**src/rtl/alu_ctrl_if.sv**
```systemverilog
// Request/response channel between a client and the alu_ctrl sequencer.
// The slave side is the controller; the master side issues ops and takes results.
interface alu_ctrl_if #(
    parameter int N = 32
);
    logic         req_valid;
    logic         req_ready;
    logic [3:0]   req_op;
    logic [N-1:0] req_a;
    logic [N-1:0] req_b;
    logic         rsp_valid;
    logic         rsp_ready;
    logic [N-1:0] rsp_lo;
    logic [N-1:0] rsp_hi;
    logic         rsp_err;

    modport slave (
        input  req_valid, req_op, req_a, req_b, rsp_ready,
        output req_ready, rsp_valid, rsp_lo, rsp_hi, rsp_err
    );

    modport master (
        output req_valid, req_op, req_a, req_b, rsp_ready,
        input  req_ready, rsp_valid, rsp_lo, rsp_hi, rsp_err
    );
endinterface

```
**src/rtl/alu_ctrl.sv**
```systemverilog
// Sequencer in front of the registered ALU: issues one op, collects z one edge
// later, and for MUL/DIV follows up with MFHI to fetch the high word/remainder.
//
// state | meaning
// IDLE  | req_ready raised one edge after reset, waiting for a request
// ERR   | illegal op or divide-by-zero latched, raise rsp_valid next edge
// EXEC  | ALU samples the op; queue MFHI for MUL/DIV
// LO    | capture z as the primary result
// HI    | capture z from the MFHI as the high word
// RESP  | hold the response until rsp_ready
module alu_ctrl #(
    parameter int N = 32
) (
    input  logic         clk,
    input  logic         rst_n,
    alu_ctrl_if.slave    bus,
    output logic [N-1:0] alu_x,
    output logic [N-1:0] alu_y,
    output logic [3:0]   alu_mode,
    input  logic [N-1:0] alu_z
);
    localparam logic [3:0] OP_NOP  = 4'b0000;
    localparam logic [3:0] OP_MUL  = 4'b0011;
    localparam logic [3:0] OP_DIV  = 4'b0100;
    localparam logic [3:0] OP_RSVD = 4'b1100;
    localparam logic [3:0] OP_MFHI = 4'b1101;

    typedef enum logic [2:0] {IDLE, ERR, EXEC, LO, HI, RESP} state_t;

    state_t       state_q, state_d;
    logic [3:0]   op_q, op_d;
    logic         req_ready_q, req_ready_d;
    logic         rsp_valid_q, rsp_valid_d;
    logic [N-1:0] rsp_lo_q, rsp_lo_d;
    logic [N-1:0] rsp_hi_q, rsp_hi_d;
    logic         rsp_err_q, rsp_err_d;
    logic [N-1:0] alu_x_q, alu_x_d;
    logic [N-1:0] alu_y_q, alu_y_d;
    logic [3:0]   alu_mode_q, alu_mode_d;
    logic         long_op;

    assign long_op = (op_q == OP_MUL) || (op_q == OP_DIV);

    always_comb begin
        state_d     = state_q;
        op_d        = op_q;
        req_ready_d = req_ready_q;
        rsp_valid_d = rsp_valid_q;
        rsp_lo_d    = rsp_lo_q;
        rsp_hi_d    = rsp_hi_q;
        rsp_err_d   = rsp_err_q;
        alu_x_d     = alu_x_q;
        alu_y_d     = alu_y_q;
        alu_mode_d  = OP_NOP;
        case (state_q)
            IDLE: begin
                if (!req_ready_q) begin
                    req_ready_d = 1'b1;
                end else if (bus.req_valid) begin
                    req_ready_d = 1'b0;
                    op_d        = bus.req_op;
                    if (bus.req_op == OP_NOP || bus.req_op == OP_RSVD) begin
                        rsp_lo_d  = '0;
                        rsp_hi_d  = '0;
                        rsp_err_d = 1'b1;
                        state_d   = ERR;
                    end else if (bus.req_op == OP_DIV && bus.req_b == '0) begin
                        // ALU is left alone so its hi register survives
                        rsp_lo_d  = '1;
                        rsp_hi_d  = bus.req_a;
                        rsp_err_d = 1'b1;
                        state_d   = ERR;
                    end else begin
                        alu_x_d    = bus.req_a;
                        alu_y_d    = bus.req_b;
                        alu_mode_d = bus.req_op;
                        state_d    = EXEC;
                    end
                end
            end
            ERR: begin
                rsp_valid_d = 1'b1;
                state_d     = RESP;
            end
            EXEC: begin
                if (long_op) alu_mode_d = OP_MFHI;
                state_d = LO;
            end
            LO: begin
                rsp_lo_d = alu_z;
                if (long_op) begin
                    state_d = HI;
                end else begin
                    rsp_hi_d    = '0;
                    rsp_err_d   = 1'b0;
                    rsp_valid_d = 1'b1;
                    state_d     = RESP;
                end
            end
            HI: begin
                rsp_hi_d    = alu_z;
                rsp_err_d   = 1'b0;
                rsp_valid_d = 1'b1;
                state_d     = RESP;
            end
            RESP: begin
                if (bus.rsp_ready) begin
                    rsp_valid_d = 1'b0;
                    req_ready_d = 1'b1;
                    state_d     = IDLE;
                end
            end
            default: state_d = IDLE;
        endcase
    end

    always_ff @(posedge clk or negedge rst_n) begin
        if (!rst_n) begin
            state_q     <= IDLE;
            op_q        <= OP_NOP;
            req_ready_q <= 1'b0;
            rsp_valid_q <= 1'b0;
            rsp_lo_q    <= '0;
            rsp_hi_q    <= '0;
            rsp_err_q   <= 1'b0;
            alu_x_q     <= '0;
            alu_y_q     <= '0;
            alu_mode_q  <= OP_NOP;
        end else begin
            state_q     <= state_d;
            op_q        <= op_d;
            req_ready_q <= req_ready_d;
            rsp_valid_q <= rsp_valid_d;
            rsp_lo_q    <= rsp_lo_d;
            rsp_hi_q    <= rsp_hi_d;
            rsp_err_q   <= rsp_err_d;
            alu_x_q     <= alu_x_d;
            alu_y_q     <= alu_y_d;
            alu_mode_q  <= alu_mode_d;
        end
    end

    assign bus.req_ready = req_ready_q;
    assign bus.rsp_valid = rsp_valid_q;
    assign bus.rsp_lo    = rsp_lo_q;
    assign bus.rsp_hi    = rsp_hi_q;
    assign bus.rsp_err   = rsp_err_q;
    assign alu_x         = alu_x_q;
    assign alu_y         = alu_y_q;
    assign alu_mode      = alu_mode_q;
endmodule

```
**src/flat_wrapper.sv**
```systemverilog
// flat-port wrapper written by rule: the top's interface ports become plain ports
module alu_ctrl_flat 
#(
    parameter int N = 32
)
  (clk, rst_n, alu_x, alu_y, alu_mode, alu_z, bus_req_valid, bus_req_op, bus_req_a, bus_req_b, bus_rsp_ready, bus_req_ready, bus_rsp_valid, bus_rsp_lo, bus_rsp_hi, bus_rsp_err);
  alu_ctrl_if #(.N(N)) bus_i ();
  input  logic clk;
  input  logic rst_n;
  output logic [N-1:0] alu_x;
  output logic [N-1:0] alu_y;
  output logic [3:0] alu_mode;
  input  logic [N-1:0] alu_z;
  input wire logic [$bits(bus_i.req_valid)-1:0] bus_req_valid;
  input wire logic [$bits(bus_i.req_op)-1:0] bus_req_op;
  input wire logic [$bits(bus_i.req_a)-1:0] bus_req_a;
  input wire logic [$bits(bus_i.req_b)-1:0] bus_req_b;
  input wire logic [$bits(bus_i.rsp_ready)-1:0] bus_rsp_ready;
  output wire logic [$bits(bus_i.req_ready)-1:0] bus_req_ready;
  output wire logic [$bits(bus_i.rsp_valid)-1:0] bus_rsp_valid;
  output wire logic [$bits(bus_i.rsp_lo)-1:0] bus_rsp_lo;
  output wire logic [$bits(bus_i.rsp_hi)-1:0] bus_rsp_hi;
  output wire logic [$bits(bus_i.rsp_err)-1:0] bus_rsp_err;
  assign bus_i.req_valid = bus_req_valid;
  assign bus_i.req_op = bus_req_op;
  assign bus_i.req_a = bus_req_a;
  assign bus_i.req_b = bus_req_b;
  assign bus_i.rsp_ready = bus_rsp_ready;
  assign bus_req_ready = bus_i.req_ready;
  assign bus_rsp_valid = bus_i.rsp_valid;
  assign bus_rsp_lo = bus_i.rsp_lo;
  assign bus_rsp_hi = bus_i.rsp_hi;
  assign bus_rsp_err = bus_i.rsp_err;
  alu_ctrl #(.N(N)) u_core (.clk(clk), .rst_n(rst_n), .bus(bus_i), .alu_x(alu_x), .alu_y(alu_y), .alu_mode(alu_mode), .alu_z(alu_z));
endmodule
```
**config.mk**
```make
export PLATFORM = sky130hd
export DESIGN_NAME = alu_ctrl_flat
export DESIGN_NICKNAME = d
export VERILOG_FILES = /design/src/rtl/alu_ctrl_if.sv /design/src/rtl/alu_ctrl.sv /design/src/flat_wrapper.sv
export SDC_FILE = /design/constraint.sdc
export NUM_CORES = 1
export LEC_CHECK = 0
export ABC_AREA = 1
export CORE_UTILIZATION = 40
export CTS_CLUSTER_SIZE = 16
export DETAILED_ROUTE_END_ITERATION = 8
export MAX_ROUTING_LAYER = met4
export PLACE_DENSITY = 0.73
export SLEW_MARGIN = 20
export SYNTH_ARGS = -nofsm -noshare
export SYNTH_HDL_FRONTEND = slang
export SYNTH_SLANG_ARGS = --single-unit
```
**constraint.sdc**
```tcl
create_clock -name clk -period 1.8 [get_ports clk]
set_input_delay 0.36 -clock clk [delete_from_list [all_inputs] [get_ports clk]]
set_output_delay 0.36 -clock clk [all_outputs]
set_load 0.01 [all_outputs]
```
==> impl.org, run 1 <==
** Run status
- Outcome :: complete, no violations

** Place
- Final estimated routing congestion in global placement :: 0.8756
- In this run the tool buffered the top-level ports with 238 buffer cells.
- Placed cell areas :: 9573 sq um
- Once detailed placement completed, the half-perimeter wirelength came to 14800 microns.
- Prior to clock tree synthesis, the placed netlist has a worst setup slack of -0.5198 ns.

** STA
- Highest attainable clock frequency :: approximately 570 MHz
- Slew of the pin with the lowest slew margin :: 0.3857 ns
- Minimum setup slack in the final design :: 0.03475 ns
- The worst path in the final design needs a cycle of 1.765 ns, including I/O delays and setup.
- Portion of the clock cycle consumed by the worst path in the final layout :: 0.9807
- The final number of hold-violating endpoints was 0.
- After routing, the total negative slack on setup checks comes to 0 ns.
- The count of final max-slew check failures is 0.
- Clock Skew :: 0.004997 ns
- Max-Slew Margin vs Limit :: 0.7429
- Setup violations remaining at the end of the flow were counted as 0.

** Power
- Leakage :: 5.064 nW
- Of the total power, the clock network draws 0.201.
- Power density over the cells :: 1926 nW/um^2
- Of the total power, registers draw 0.278.
- Of the total power, combinational logic draws 0.521.
- Internal power component :: 0.01247 W
- IR analysis of the VDD net gives a maximum drop of 1.047 mV.
- Fraction of power spent switching nets :: 0.3791
- Switching pwr :: 0.007615 W

** Global route
- First-pass GRT wire length :: 32950 microns
- For this run, global-route usage on met2 was measured as 0.4130.
- Number of antenna violations at the first check in global routing :: 0
- Global-route total usage across every layer :: 0.2639
- Global-route track usage on met3 :: 0.04920
- After global routing, the most crowded layer is met2.
- Maximum number of pins on one net before global-route repair :: 41
- Met1 track demand over resource in global routing :: 0.3328
- Number of global-route vias before repair :: a little over 6000
- Final global-route overflow total :: 0

** CTS
- Clock tree from TritonCTS :: done
- Counting the buffers created by CTS gives 17.
- CTS saw about 140 sinks.
- After clock tree synthesis, the clock-pin slew on the worst setup and hold paths is 0.06 ns.
- Htree depth :: 4
- Clk root buf :: sky130_fd_sc_hd__clkbuf_16
- Worst-Skew Late Latency :: 0.42 ns
- Clock Tree Buf Depth :: 2

** Floorplanning
- Die Footprint :: about 17000 sq um
- # rows :: 46
- For this configuration, the core starts out at a cell density of 0.4107.
- The region available for standard cell placement spans 15940 sq um.
- Die Y :: 129.9 microns
- In this run the horizontal extent of the chip is 129.9 microns.
- Pin placement for this block handled 239 I/O pins.

** Worst setup path
- The worst setup path is captured at an output pin.
- Setup crit start :: u_core.bus.req_ready
- WS Path Type :: reg2out
- The largest single stage delay on the critical path is 0.56 ns.
- Together, buffers and inverters on the worst path number 1.
- Critical Path AT :: 1.41 ns
- CP delay by family, top :: buffers and inverters
- STA classifies the critical path startpoint as a register.
- Slowest cell on the critical path :: sky130_fd_sc_hd__clkdlybuf4s50_1
- The worst register-to-register path begins at u_core.state_q[0].
- CP Data Required Time :: 1.44 ns
- Reg-to-reg slack, setup :: 0.10 ns
- Worst-case reg-to-reg path depth :: 8
- Worst path cell trace :: clkdlybuf4s50_1
- In this run the critical register-to-register path is captured at u_core.bus.rsp_hi[13].
- Along the worst path, the maximum fanout reaches 4.

** Drt
- Post-DR vias/cell :: approximately 5
- Via Count :: 6547
- For this run, design rule violations remaining after detail routing come to 0.
- Antenna Violating Nets Remaining :: 0
- Wire length per cell :: 16.38 microns
- After detailed routing, the total wire length is 21370 microns.
- For this run, the detailed router's first-pass iteration total came to 5.
- DR iter-0 viols :: about 530

** Logic synthesis
- Gate count after technology mapping :: 816
- After synthesis, the netlist uses 23 different library cells.
- Among all flip-flop cells after synthesis, the most frequent one is sky130_fd_sc_hd__dfrtp_1.
- Post-synthesis register bit count :: 142
- Cell with the most instances after synthesis :: sky130_fd_sc_hd__nand2_1
- Number of nets in the synthesized netlist :: 920
- The cell area that synthesis handed to floorplanning was 6548 sq um.
- Ranking of synthesized cells by area :: sky130_fd_sc_hd__dfrtp_1, sky130_fd_sc_hd__nand2_1, sky130_fd_sc_hd__nand4_1
- Averaged over all synthesized cells, the footprint is 8.024 sq um.
- Of the post-synthesis cell area, the dominant cell type holds 0.5427.
- In the synthesized netlist, the cells that appear most often are sky130_fd_sc_hd__nand2_1, sky130_fd_sc_hd__dfrtp_1, sky130_fd_sc_hd__nand4_1.
- The share of the Yosys chip area taken by registers is 0.5427.
- The Yosys step of the flow raised 0 warnings.
- FFs w/ async S/R, synth :: 1.000
- Count of flip-flops with a built-in enable after synthesis :: 0
- Cell type contributing the most total cell area after synthesis :: sky130_fd_sc_hd__dfrtp_1

** Hold path
- For hold timing, the worst endpoint is u_core.alu_y[20].
- Worst hold path class :: in2reg
- The worst hold path begins at bus_req_b[20].
- The worst hold path passes through 3 cells.

** Cells and area
- The multi-input combinational cells in the finished layout cover a total of 2631 sq um.
- From synthesis to final layout, the design area changed by 59.28%.
- Across the whole layout, storage elements account for 3553 sq um.
- The net count of the finished layout is 1181.
- Share of layout cells above drive strength 1 :: 0.1066
- Antenna Diode Count :: 0
- Area of all placed cells without fillers :: 10430 sq um
- Final core utilization :: 0.6541
- Fill count :: 1344

** Flow run
- Max-cap violations in this run came to 0.
## flip-flops by register name (all words and copies together), names as in the netlist
name and cells:
u_core.bus.rsp_lo 32, u_core.bus.rsp_hi 32, u_core.alu_mode 4, u_core.bus.rsp_valid 1, u_core.op_q 4, u_core.alu_y 32, u_core.alu_x 32, u_core.bus.rsp_err 1
u_core.bus.req_ready 1, u_core.state_q 3
## worst min-delay path, cell delays in order
cell,delay [ns]
sky130_fd_sc_hd__dlymetal6s2s_1,0.10
sky130_fd_sc_hd__nand3_1,0.08
sky130_fd_sc_hd__nand2_1,0.06
## how the worst max path moves through the flow
stage / endpoint / cells after the start
detailed placement: u_core.bus.rsp_lo[2] / 11
CTS: u_core.bus.rsp_lo[0] / 11
global route: u_core.bus.rsp_hi[15] / 10
floorplan: u_core.alu_x[0] / 8
global placement: u_core.bus.rsp_lo[17] / 11
finish: bus_req_ready / 1
## cells by family after synthesis
| logic type | count (synthesis) | share of synthesized area |
|---|---|---|
| simple gates | 502 | 0.3296 |
| flops | 142 | 0.5427 |
| buf+inv | 102 | 0.06879 |
| compound gates | 70 | 0.05886 |
## cell type report
class / instances / share of cell area
timing repair buffer: 297 / 0.3002
sequential: 142 / 0.3407
tap: 216 / 0.02591
clock buffer: 19 / 0.04343
inverter: 47 / 0.01692
clock inverter: 11 / 0.02052
multi-input combinational: 572 / 0.2523
## cells in the final DEF (no fill, tap or decap), types with 18 or more instances in the layout
master,synthesis,final
sky130_fd_sc_hd__nand2_1,354,351
sky130_fd_sc_hd__clkdlybuf4s50_1,0,230
sky130_fd_sc_hd__dfrtp_1,142,142
sky130_fd_sc_hd__nand4_1,70,70
sky130_fd_sc_hd__inv_1,44,43
sky130_fd_sc_hd__nand3_1,44,43
sky130_fd_sc_hd__buf_4,6,34
sky130_fd_sc_hd__o21ai_0,33,31
sky130_fd_sc_hd__o21ai_1,30,31
sky130_fd_sc_hd__clkbuf_16,0,19
sky130_fd_sc_hd__buf_12,0,19
sky130_fd_sc_hd__nor2_1,25,18
## stage by stage
stage / power [W] / hold slack [ns] / std cells
after floorplan: 0.01044 / 0.06441 / 816
after global placement: 0.01547 / 0.2939 / 1269
after detailed placement: 0.01568 / 0.2918 / 1269
after CTS: 0.01978 / 0.4121 / 1300
after global routing: 0.02141 / 0.2440 / 1304
final: 0.02009 / 0.2164 / 1304
## power by group through the flow
stage	clock network [W]	registers (W)	logic, W
after floorplan	0	0.00621	0.00423
after global routing	0.00421	0.00575	0.0115
after CTS	0.00407	0.00558	0.0101
after detailed placement	0	0.00560	0.0101
after global placement	0	0.00559	0.00989
final	0.00403	0.00558	0.0105
## per-layer routing
layer,share of wire,vias to the layer above,wire (microns)
li1,-,3176,-
met4,0.036,0,773
met2,0.48,232,10220
met3,0.052,54,1103
met1,0.43,3085,9270
met5,0,-,0
## repair_timing
item,CTS,global route
endpoints found under the setup margin,65,131
hold endpoints to repair,33,0
gates cloned,0,3
hold buffers,1,0
resized for setup,2,28
setup buffers,0,1
pin swaps,0,10
Note: power is estimated with default switching activity, not from simulation.
==> inputs of run 2 (changes only) <==
Settings changed: CTS_CLUSTER_SIZE 16 to unset, HOLD_SLACK_MARGIN set to 0.15.
==> results of run 2 <==
Same layout as run 1: the final DEF is identical, and so are final timing and power.
